[src/rtl/problem_three_solver_if.sv]
// rtl/problem_three_solver_if.sv - request/result bundle between a requester and the operand-recovery solver
//
// Signals (solver view):
//   start       in   request, only honoured while the solver is idle
//   s           in   function select (2 bits)
//   b           in   known operand (W bits)
//   target      in   observed result to invert (W bits)
//   busy        out  high while candidates are being swept
//   done        out  one-cycle pulse when results are valid
//   found       out  at least one candidate matched
//   a_first     out  lowest matching candidate (0 if none)
//   a_last      out  highest matching candidate (0 if none)
//   match_count out  number of matching candidates, 0..2^W (W+1 bits)
// Modports: master = requester, slave = solver.
interface problem_three_solver_if #(
    parameter int W = 8
);
    logic         start;
    logic [1:0]   s;
    logic [W-1:0] b;
    logic [W-1:0] target;
    logic         busy;
    logic         done;
    logic         found;
    logic [W-1:0] a_first;
    logic [W-1:0] a_last;
    logic [W:0]   match_count;

    modport master (
        output start, s, b, target,
        input  busy, done, found, a_first, a_last, match_count
    );

    modport slave (
        input  start, s, b, target,
        output busy, done, found, a_first, a_last, match_count
    );
endinterface

[src/rtl/problem_three_solver.sv]
// rtl/problem_three_solver.sv - sweeps every operand a to find those reproducing a selector result
//
// Ports:
//   clk    in   clock, rising edge
//   rst_n  in   asynchronous active-low reset
//   bus    problem_three_solver_if.slave (start/s/b/target in; busy/done/found/a_first/a_last/match_count out)
// Parameter:
//   W      operand/result width, 2..10; one candidate per clock, 2^W candidates per sweep
// Optional build macro:
//   SOLVER_EARLY_EXIT_EN  when defined the sweep stops on the first matching candidate
module problem_three_solver #(
    parameter int W = 8
) (
    input  logic                    clk,
    input  logic                    rst_n,
    problem_three_solver_if.slave   bus
);

    localparam logic [1:0] ST_IDLE  = 2'd0;
    localparam logic [1:0] ST_SWEEP = 2'd1;
    localparam logic [1:0] ST_DONE  = 2'd2;

    logic [1:0]   state_q,    state_d;
    logic [1:0]   s_q,        s_d;
    logic [W-1:0] b_q,        b_d;
    logic [W-1:0] target_q,   target_d;
    logic [W-1:0] cnt_q,      cnt_d;
    logic         found_q,    found_d;
    logic [W-1:0] a_first_q,  a_first_d;
    logic [W-1:0] a_last_q,   a_last_d;
    logic [W:0]   count_q,    count_d;

    // Candidate evaluation: f(cnt_q, b_q) under the latched select
    logic [W+1:0] tri_a;
    logic [W+1:0] b_ext;
    logic [W+1:0] abs_diff;
    logic [W-1:0] shl_a;
    logic [W-1:0] f_val;
    logic         match;

    always_comb begin
        // 3*a and the magnitude compare stay at W+2 bits so large products do not alias
        tri_a    = {2'b00, cnt_q} + {1'b0, cnt_q, 1'b0};
        b_ext    = {2'b00, b_q};
        abs_diff = (tri_a > b_ext) ? (tri_a - b_ext) : (b_ext - tri_a);
        shl_a    = cnt_q << 2;
        f_val    = '0;
        case (s_q)
            2'd0:    f_val = shl_a + (b_q >> 2);
            2'd1:    f_val = cnt_q + (b_q << 1);
            2'd2:    f_val = '0 - b_q;
            default: f_val = abs_diff[W-1:0];
        endcase
        match = (f_val == target_q);
    end

    always_comb begin
        state_d   = state_q;
        s_d       = s_q;
        b_d       = b_q;
        target_d  = target_q;
        cnt_d     = cnt_q;
        found_d   = found_q;
        a_first_d = a_first_q;
        a_last_d  = a_last_q;
        count_d   = count_q;
        case (state_q)
            ST_IDLE: begin
                if (bus.start) begin
                    s_d       = bus.s;
                    b_d       = bus.b;
                    target_d  = bus.target;
                    cnt_d     = '0;
                    found_d   = 1'b0;
                    a_first_d = '0;
                    a_last_d  = '0;
                    count_d   = '0;
                    state_d   = ST_SWEEP;
                end
            end
            ST_SWEEP: begin
                if (match) begin
                    count_d  = count_q + (W+1)'(1);
                    a_last_d = cnt_q;
                    if (!found_q) begin
                        a_first_d = cnt_q;
                        found_d   = 1'b1;
                    end
                end
                // Last candidate ends the sweep; the counter is not advanced past it
                if (&cnt_q) begin
                    state_d = ST_DONE;
                end else begin
                    cnt_d = cnt_q + W'(1);
                end
`ifdef SOLVER_EARLY_EXIT_EN
                if (match) begin
                    state_d = ST_DONE;
                end
`endif
            end
            ST_DONE: begin
                state_d = ST_IDLE;
            end
            default: begin
                state_d = ST_IDLE;
            end
        endcase
    end

    always_ff @(posedge clk or negedge rst_n) begin
        if (!rst_n) begin
            state_q   <= ST_IDLE;
            s_q       <= '0;
            b_q       <= '0;
            target_q  <= '0;
            cnt_q     <= '0;
            found_q   <= 1'b0;
            a_first_q <= '0;
            a_last_q  <= '0;
            count_q   <= '0;
        end else begin
            state_q   <= state_d;
            s_q       <= s_d;
            b_q       <= b_d;
            target_q  <= target_d;
            cnt_q     <= cnt_d;
            found_q   <= found_d;
            a_first_q <= a_first_d;
            a_last_q  <= a_last_d;
            count_q   <= count_d;
        end
    end

    // busy/done come straight from the state register, so reset drops them asynchronously
    assign bus.busy        = (state_q == ST_SWEEP);
    assign bus.done        = (state_q == ST_DONE);
    assign bus.found       = found_q;
    assign bus.a_first     = a_first_q;
    assign bus.a_last      = a_last_q;
    assign bus.match_count = count_q;

endmodule
[src/flat_wrapper.sv]
// flat-port wrapper written by rule: the top's interface ports become plain ports
module problem_three_solver_flat 
#(
    parameter int W = 8
)
  (clk, rst_n, bus_start, bus_s, bus_b, bus_target, bus_busy, bus_done, bus_found, bus_a_first, bus_a_last, bus_match_count);
  problem_three_solver_if #(.W(W)) bus_i ();
  input  logic clk;
  input  logic rst_n;
  input wire logic [$bits(bus_i.start)-1:0] bus_start;
  input wire logic [$bits(bus_i.s)-1:0] bus_s;
  input wire logic [$bits(bus_i.b)-1:0] bus_b;
  input wire logic [$bits(bus_i.target)-1:0] bus_target;
  output wire logic [$bits(bus_i.busy)-1:0] bus_busy;
  output wire logic [$bits(bus_i.done)-1:0] bus_done;
  output wire logic [$bits(bus_i.found)-1:0] bus_found;
  output wire logic [$bits(bus_i.a_first)-1:0] bus_a_first;
  output wire logic [$bits(bus_i.a_last)-1:0] bus_a_last;
  output wire logic [$bits(bus_i.match_count)-1:0] bus_match_count;
  assign bus_i.start = bus_start;
  assign bus_i.s = bus_s;
  assign bus_i.b = bus_b;
  assign bus_i.target = bus_target;
  assign bus_busy = bus_i.busy;
  assign bus_done = bus_i.done;
  assign bus_found = bus_i.found;
  assign bus_a_first = bus_i.a_first;
  assign bus_a_last = bus_i.a_last;
  assign bus_match_count = bus_i.match_count;
  problem_three_solver #(.W(W)) u_core (.clk(clk), .rst_n(rst_n), .bus(bus_i));
endmodule
[config.mk]
export PLATFORM = sky130hd
export DESIGN_NAME = problem_three_solver_flat
export DESIGN_NICKNAME = d
export VERILOG_FILES = /design/src/rtl/problem_three_solver_if.sv /design/src/rtl/problem_three_solver.sv /design/src/flat_wrapper.sv
export SDC_FILE = /design/constraint.sdc
export NUM_CORES = 1
export LEC_CHECK = 0
export ABC_AREA = 1
export CAP_MARGIN = 10
export CORE_UTILIZATION = 45
export DETAILED_ROUTE_END_ITERATION = 8
export PLACE_DENSITY_LB_ADDON = 0.3
export SETUP_SLACK_MARGIN = 0.5
export SLEW_MARGIN = 10
export SYNTH_ARGS = -nofsm -noshare
export SYNTH_HDL_FRONTEND = slang
export SYNTH_SLANG_ARGS = --single-unit
[constraint.sdc]
create_clock -name clk -period 9.8 [get_ports clk]
set_input_delay 2.45 -clock clk [delete_from_list [all_inputs] [get_ports clk]]
set_output_delay 2.45 -clock clk [all_outputs]
set_load 0.03 [all_outputs]
### Word-level counts from Yosys, hierarchy flattened

Index checks and enable logic that the tools add are counted.

* flip-flop bits (word level): 54
* logic and storage cells: 56

* add/subtract/negate cells: 8
* magnitude comparators: 1
* equality and inequality tests: 10
* multiplexer cells: 19
* reduce and logical (&&, ||, !) cells: 9

Operators by type and width (number)
* $mux W8: 6
* $pmux W8 S2: 3
* $pmux W8 S3: 1
* $mux W9: 2
* $pmux W9 S2: 1
* $sub A8 B8 Y8: 2
* $add A8 B9 Y10: 1
* $gt A10 B8 Y1: 1
* $add A9 B1 Y9 const B: 1
* $add A8 B1 Y8 const B: 1
* $add A8 B6 Y8: 1
* $add A8 B8 Y8: 1
* $eq A8 B8 Y1: 1
* $reduce_and A8 Y1: 1
* $sub A1 B8 Y8 const A: 1
* $ne A2 B2 Y1 const B: 3
* $reduce_and A3 Y1: 2
* $eq A2 B1 Y1 const B: 2
* $eq A2 B2 Y1 const B: 2
* $logic_not A2 Y1: 2
* $mux W2: 2
* $ne A2 B1 Y1 const B: 2
* $pmux W2 S2: 1
* $reduce_and A2 Y1: 2
* 4 further kinds: 5

### Longest topological paths before layout

Gate-level depths: netlist (run 1).

* word-level depth: 7
* mapped depth: 29

### Worst setup path after synthesis (run 1)

Ideal clock, no wire load.

* path kind: register to register
* start: register u_core.cnt_q[1]
* end: register u_core.count_q[0], in the netlist u_core.bus.match_count[0]
* library setup time: 0.136 ns
* arrival time: 3.321 ns
* slack: 6.343 ns
* stages on the path, launching flop included: 27
* path buffers: 1
* clock period less this slack: 3.457 ns
* cell sequence: dfrtp_1 > ha_1 > fa_1 > nand2_1 > nand3_1 > o21ai_1 > xnor2_1 > ha_1 > nand2_2 > inv_1 > nand2_1 > nand3_2 > nand2_1 > nand2_2 > nand2_4 > nand3_4 > nand2_1 > nand3_1 > nand2_1 > nand2_1 > nand2_1 > nand2_1 > nor2_4 > nand2_4 > nand2_8 > buf_6 > mux2i_1

* cells in the longest elaborated chain, start to end: 7

Ends and longest elaborated chain
* start, declared: RTL line problem_three_solver.sv:27 `logic [W-1:0] cnt_q, cnt_d;`
* start signal, assigned: RTL line problem_three_solver.sv:127 `cnt_q <= cnt_d;`
* $add A8 B9 Y10: RTL line problem_three_solver.sv:43 `tri_a = {2'b00, cnt_q} + {1'b0, cnt_q, 1'b0};`
* $sub A8 B8 Y8 or $gt A10 B8 Y1 (tied branches): RTL line problem_three_solver.sv:45 `abs_diff = (tri_a > b_ext) ? (tri_a - b_ext) : (b_ext - tri_a);`
* $mux W8: RTL line problem_three_solver.sv:45
* $pmux W8 S3 *: RTL line problem_three_solver.sv:48 `case (s_q)`
* $eq A8 B8 Y1 *: RTL line problem_three_solver.sv:54 `match = (f_val == target_q);`
* $ne A2 B1 Y1 (no line) *
* $reduce_and A3 Y1 (no line) *
* end signal, assigned: RTL line problem_three_solver.sv:131 `count_q <= count_d;`
* end, declared: RTL line problem_three_solver.sv:31 `logic [W:0] count_q, count_d;`

Every way passes the cells marked *; elsewhere a longest branch is shown, timed or not.
A chain may end at the register's enable or synchronous reset.

### Final worst setup path (run 1)

* start: register u_core.cnt_q[1]
* end: register u_core.a_first_q[7], in the netlist u_core.bus.a_first[7]

* cells in the longest elaborated chain, start to end: 7

Ends and longest elaborated chain
* $add A8 B9 Y10: RTL line problem_three_solver.sv:43
* $sub A8 B8 Y8 or $gt A10 B8 Y1 (tied branches): RTL line problem_three_solver.sv:45
* $mux W8: RTL line problem_three_solver.sv:45
* $pmux W8 S3 *: RTL line problem_three_solver.sv:48
* $eq A8 B8 Y1 *: RTL line problem_three_solver.sv:54
* $ne A2 B1 Y1 (no line) *
* $reduce_and A4 Y1 (no line) *
* end signal, assigned: RTL line problem_three_solver.sv:129 `a_first_q <= a_first_d;`
* end, declared: RTL line problem_three_solver.sv:29 `logic [W-1:0] a_first_q, a_first_d;`

Marks and branches as above.

==> results by group, run 1 <==
Power
  – Leak: 2.63 nW
  – Power per cell area: 77.2 nW/um^2
  – Sequential Power Share: 57.5%
  – Worst VDD drop: 0.0537 mV
  – Power Internal: 0.000306 W
  – Sw Share: 21.0%
  – Psw: 0.0000815 W
  – Clock share of power: 39.3%
  – Combinational power share: 3.3%

Routing
  – Post-DR wirelength/cell: 13.7 um
  – DRC: 0
  – WL final: 10700 um
  – DR vias/cell: 5.10
  – DRT iter0 DRCs: 251
  – Via count: 4001
  – Antenna-violating nets left: 0
  – Drt first pass iters: 4

Cells and area
  – Most frequent cells in the layout: nand2_1 (190), inv_1 (81), dfrtp_1 (54)
  – Nets: 716
  – # diodes: 0
  – Area Overhead vs Synth: 16.2%
  – Most common cell after layout, fill and taps aside: nand2_1
  – Finished Layout Cells: 784
  – Share of post-route cells with drive strength above 1: 4.89%

Critical path
  – Nature of the critical path endpoint: register
  – Reg-to-Reg Start: u_core.cnt_q[1]$_DFFE_PN0P_
  – Most frequent CP cell: nand2_1
  – Crit path max fanout: 26
  – WP buf/inv: 1
  – Slowest cell delay on critical path: 0.53 ns
  – Crit-path slowest cell: dfrtp_1
  – Setup CP Type: reg2reg
  – R2R cell count: 25
  – WP data arrival: 4.61 ns
  – Critical Path RT: 10.01 ns
  – Startpoint Class: register
  – Reg-to-reg setup timing slack: 5.40 ns
  – Worst reg2reg endpoint: u_core.bus.a_first[7]$_DFFE_PN0P_
  – Top delay family on crit path: simple AND/OR/NAND/NOR gates

Place
  – Post-Place Setup Slack: 5.38 ns
  – Hpwl dp: 8460 um
  – # port buffers: 48
  – Placed cells: 776
  – RD Place Congestion: 0.892

Timing
  – Tcrit/Tclk final: 44.9%
  – Tmin final: 4.40 ns
  – RSZ-0062 raised after global routing: false
  – Final setup fails: 0
  – Fin Setup TNS: 0 ns
  – Measured slew at the worst slew-check pin: 0.806 ns
  – Final worst slack: 5.40 ns
  – Final-report max-slew violation count: 0
  – Slew Limit Headroom: 46.2%
  – Number of failing hold endpoints at the final stage: 0
  – Worst Skew: 0.00879 ns
  – Peak Freq: 228 MHz

Global routing
  – First-pass GRT wire length: 18200 um
  – Initial antenna violation count: 0
  – Total track usage: 22.8%
  – Vias in the first global route: 3818
  – Maximum number of pins on one net before global-route repair: 55
  – Overflow after GRT: 0

Clock tree
  – Clk_lat worst skew: 0.31 ns
  – CTS H-tree lvls: 2
  – Number of setup buffers added after CTS: 0
  – CTS tree: built
  – Clock Tree Root: clkbuf_8
  – Post-cts sizing count: 0
  – Hold Buf Count CTS: 0
  – CTS Buf Count: 5
  – Max clock buf depth: 2
  – Worst-path clk slew: 0.10 ns
  – Sink Count: 54

Yosys
  – Ranking of synthesized cells by area: dfrtp_1 (31%), nand2_1 (17%), ha_1 (10%), inv_1 (7.0%), nand3_1 (5.7%)
  – Ys async rst share: 100%
  – Post-Syn Instances: 607
  – Avg Cell Area, Syn: 7.12 um^2
  – Post-synth EDFFs: 0
  – Register area share after synthesis: 31.3%
  – Cell taking the most area after synthesis: dfrtp_1
  – YS warnings: 0
  – Distinct cells, synth: 42
  – Synthesized flop and latch total: 54
  – Area of the mapped netlist: 4320 um^2
  – Top FF cell, synth: dfrtp_1
  – Synth Net Count: 669
  – Synth top area share: 31.3%

Floorplanning
  – Core ar.: 9280 um^2
  – Row count: 35
  – Initial Util: 46.5%
  – Die height: 100 um
  – Die area: 10000 um^2
  – Die Wd: 100 um
  – I/O pins: 49

Outcome
  – Status: finished clean

Flow run
  – # Max-Cap Violations: 0

Min path
  – Hold EP: u_core.bus.a_first[3]$_DFFE_PN0P_
  – WHS Path Cells: 2
  – Hold Crit Class: reg2reg
  – Hold_sp: u_core.bus.a_first[3]$_DFFE_PN0P_
[worst max-delay path by stage]
| stage | start | end | cells past startpoint |
|---|---|---|---|
| global route | u_core.cnt_q[1]$_DFFE_PN0P_ | u_core.bus.a_first[7]$_DFFE_PN0P_ | 27 |
| CTS | u_core.cnt_q[1]$_DFFE_PN0P_ | u_core.bus.a_first[7]$_DFFE_PN0P_ | 27 |
| floorplan | u_core.cnt_q[1]$_DFFE_PN0P_ | u_core.bus.match_count[0]$_DFFE_PN0P_ | 26 |
| global placement | bus_start | u_core.target_q[0]$_DFFE_PN0P_ | 5 |
| detailed placement | bus_start | u_core.b_q[3]$_DFFE_PN0P_ | 4 |
| finish | u_core.cnt_q[1]$_DFFE_PN0P_ | u_core.bus.a_first[7]$_DFFE_PN0P_ | 25 |
[logic make-up after synthesis]
family / Yosys count / synth area share (%)
XOR/XNOR: 20 / 4.05
adder cells (fa/ha/maj): 41 / 12.7
multiplexers: 1 / 0.232
AO/OA/AOI/OAI: 83 / 10.7
AND/OR/NAND/NOR: 313 / 32.3
flip-flops: 54 / 31.3
buffers and inverters: 95 / 8.74
[cells in the mapped netlist (all sizes together), types with 6 or more instances]
library cell,instances
nand3,52
o22ai,9
nand2,200
a21oi,30
dfrtp,54
nor2,39
o21ai,34
nand4,7
nand3b,7
xnor2,6
inv,83
ha,36
xor2,14
[sequential cells by signal, indices dropped and copies added, names as in the netlist]
register	cells
u_core.b_q	8
u_core.bus.a_first	8
u_core.bus.a_last	8
u_core.bus.found	1
u_core.bus.match_count	9
u_core.cnt_q	8
u_core.s_q	2
u_core.state_q	2
u_core.target_q	8
[routing by layer]
layer	global-route usage, %	routed length (um)	up-vias
met5	0	0	-
met4	6.02	156	0
met3	2.58	397	13
met2	38.3	5050	79
met1	31.3	5130	1863
li1	-	-	2046
[worst min-delay path: stages, from the launching register on]
cell and delay [ns]:
dfrtp_1 0.35, nand2_1 0.05, nand2_1 0.05
[stage by stage]
stage	hold slack (ns)	util, %	total power (W)	area (um^2)
4_1_cts	0.488	54.1	0.000391	5020
3_5_place_dp	0.464	52.9	0.000240	4910
6_report	0.481	54.1	0.000387	5020
5_1_grt	0.509	54.1	0.000399	5020
3_3_place_gp	0.457	52.9	0.000240	4910
2_1_floorplan	0.462	-	0.000227	4320
[power by group through the flow]
| stage | Clock [W] | Combinational, W | Sequential (W) |
|---|---|---|---|
| after floorplan | 0 | 0.00000000177 | 0.000227 |
| after global placement | 0 | 0.0000129 | 0.000227 |
| after detailed placement | 0 | 0.0000128 | 0.000227 |
| after CTS | 0.000156 | 0.0000129 | 0.000223 |
| after global routing | 0.000162 | 0.0000139 | 0.000223 |
| final | 0.000152 | 0.0000126 | 0.000223 |
[cell type report]
cell class                      count  area, um^2
Inverter                           86         323
Multi-Input combinational cell    458        2590
Tap cell                          129         161
Fill cell                         921        4260
Clock inverter                      2        37.5
Sequential cell                    54        1350
Timing Repair Buffer               49         483
Clock buffer                        6        72.6
(Power assumes the default switching activity.)
==> run 2: changes to the inputs <==
Clock period 9.8 ns to 3.82 ns, I/O delays scaled along.
==> run 2 against run 1 <==
Core utilization grew 5.4 points; register-to-register slack lost 5.3 ns; via count grew 7.3%; non-clock buffer count grew 23; sequential power grew to 2.6 times the previous value; design area grew 10%; sequential share of layout area shrank 2.4 points; cell count grew 3.2%; setup slack lost 5.3 ns; clock power grew 130%.
==> results by group, run 2 (synthesis gave the netlist of run 1 again) <==
Outcome
  – Status: finished clean

Routing
  – Antenna-violating nets left: 0
  – DR vias/cell: 5.31
  – Drt first pass iters: 5
  – WL final: 12200 um
  – Post-DR wirelength/cell: 15.1 um
  – DRC: 0
  – Via count: 4293
  – DRT iter0 DRCs: 416

Power
  – Worst VDD drop: 0.166 mV
  – Power per cell area: 174 nW/um^2
  – Leak: 2.78 nW

Place
  – Hpwl dp: 8980 um
  – Area after DPL: 4990 um^2
  – # port buffers: 48
  – RD Place Congestion: 0.984

Global routing
  – First-pass GRT wire length: 19400 um
  – Overflow after GRT: 0
  – Vias in the first global route: 4050
  – Maximum number of pins on one net before global-route repair: 34
  – Initial antenna violation count: 0
  – Total track usage: 24.4%

Clock tree
  – Worst-path clk slew: 0.11 ns
  – CTS H-tree lvls: 2
  – Max clock buf depth: 2
  – CTS Buf Count: 5
  – Sink Count: 54
  – Hold Buf Count CTS: 0
  – CTS tree: built
  – Clock Tree Root: clkbuf_8
  – Clk_lat worst skew: 0.32 ns

Critical path
  – Slowest cell delay on critical path: 0.48 ns
  – Nature of the critical path endpoint: register
  – Critical Path RT: 4.03 ns
  – Setup CP Type: reg2reg
  – Reg-to-Reg Start: u_core.cnt_q[1]$_DFFE_PN0P_
  – Crit path max fanout: 8
  – WP data arrival: 3.93 ns
  – Critical path launch point: u_core.cnt_q[1]$_DFFE_PN0P_
  – Reg-to-reg setup timing slack: 0.11 ns
  – Most frequent CP cell: nand2_2
  – Startpoint Class: register
  – Cell breakdown of the critical path: ha_4 > fa_2 > nand2_2 > nand3_2 > o21ai_4 > o21ai_1 > xor2_1 > ha_1 > a21oi_1 > nand2_2 > nand2_4 > nand3_4 > nand2_2 > nand3_2 > nand3_2 > nand2_1 > inv_1 > nand2_2 > nor2_4 > nand2_4 > nand2_8 > nand2_8 > nand2_2 > nand2_1
  – Crit-path slowest cell: dfrtp_2

Timing
  – Final-report max-slew violation count: 0
  – RSZ-0062 raised after global routing: true
  – Tcrit/Tclk final: 97.1%
  – Slew Limit Headroom: 42.7%
  – Tmin final: 3.71 ns
  – Number of failing hold endpoints at the final stage: 0
  – Peak Freq: 269 MHz
  – Fin Setup TNS: 0 ns
  – Worst Skew: 0.00971 ns
  – Final setup fails: 0
  – Measured slew at the worst slew-check pin: 0.857 ns

Cells and area
  – Nets: 741
  – Final instance area: 5520 um^2
  – Share of post-route cells with drive strength above 1: 16.3%
  – Register area: 1360 um^2
  – Max FFs per register: 9
  – # diodes: 0
  – Most frequent cells in the layout: nand2_1 (172), inv_1 (81), dfrtp_1 (50)
  – Fillers: 862
  – Area Overhead vs Synth: 27.8%
  – Most common cell after layout, fill and taps aside: nand2_1
  – Area of the multi-input gates: 2920 um^2

Flow run
  – # Max-Cap Violations: 0

Floorplanning
  – Core ar.: 9280 um^2
  – Die Wd: 100 um
  – Initial Util: 46.5%
  – Die area: 10000 um^2
  – I/O pins: 49
  – Row count: 35
  – Die height: 100 um

Min path
  – Hold_sp: u_core.bus.a_first[1]$_DFFE_PN0P_
  – Hold Crit Class: reg2reg
run 2: changes by cell type in the layout (fill, tap and decap cells not counted), sizes merged:
cell / previous run / this run
bufinv: 1 / 0
inv: 83 / 85
clkinvlp: 1 / 0
clkbuf: 6 / 5
nand2: 200 / 202
clkinv: 3 / 4
buf: 2 / 25
run 2: final timing paths:
check | to | cells past startpoint
max in group asynchronous | u_core.bus.a_last[4]$_DFFE_PN0P_ | 2
min in group asynchronous | u_core.target_q[2]$_DFFE_PN0P_ | 1
min reg2reg | u_core.bus.a_first[1]$_DFFE_PN0P_ | 2
min | u_core.bus.a_first[1]$_DFFE_PN0P_ | 2
max reg2reg | u_core.bus.a_first[3]$_DFFE_PN0P_ | 24
max | u_core.bus.a_first[3]$_DFFE_PN0P_ | 24
run 2: layout make-up:
cell class                 instances  share of cell area [%]
multi-input combinational        460                    52.8
sequential                        54                    24.6
timing repair buffer              72                    12.0
inverter                          86                    5.94
tap                              129                    2.92
clock buffer                       5                    1.25
clock inverter                     3                   0.521
run 2: power breakdown:
part / internal, W / leakage (nW) / switching [W]
sequential: 0.000571 / 0.582 / 0
clock: 0.000137 / 0.0502 / 0.000219
combinational: 0.0000184 / 2.15 / 0.0000144
total: 0.000726 / 2.78 / 0.000233
run 2: critical path: cells and delay by family, from the launching register on:
kind	cells	cell delay (ns)
flops	1	0.48
compound gates	3	0.41
xor+xnor	1	0.20
fa+ha+maj	3	0.84
buf+inv	1	0.06
simple gates	16	1.58
run 2: per-layer routing:
layer | part of all wire (%) | GRT usage [%] | vias to the layer above
met4 | 1.1 | 5.13 | 0
li1 | - | - | 2089
met2 | 49 | 41.9 | 163
met5 | 0 | 0 | -
met1 | 44 | 32.9 | 2029
met3 | 5.3 | 3.20 | 12
run 2: what timing repair did:
action | CTS | global route
cloned | 2 | 0
resized for setup | 29 | 38
hold endpoints to repair | 0 | 0
buffers inserted | 9 | 6
pin swaps | 16 | 30
setup endpoints to repair | 26 | 26
run 2: per-stage QoR:
step	hold WS, ns	setup slack [ns]	util, %	total power [W]	std cells
CTS	0.489	0.269	57.3	0.000967	803
global route	0.519	-0.0784	59.5	0.000988	809
finish	0.490	0.109	59.5	0.000960	809
floorplan	0.462	0.482	-	0.000583	607
detailed placement	0.464	-0.0521	53.8	0.000616	784
global placement	0.460	0.0806	53.8	0.000615	784
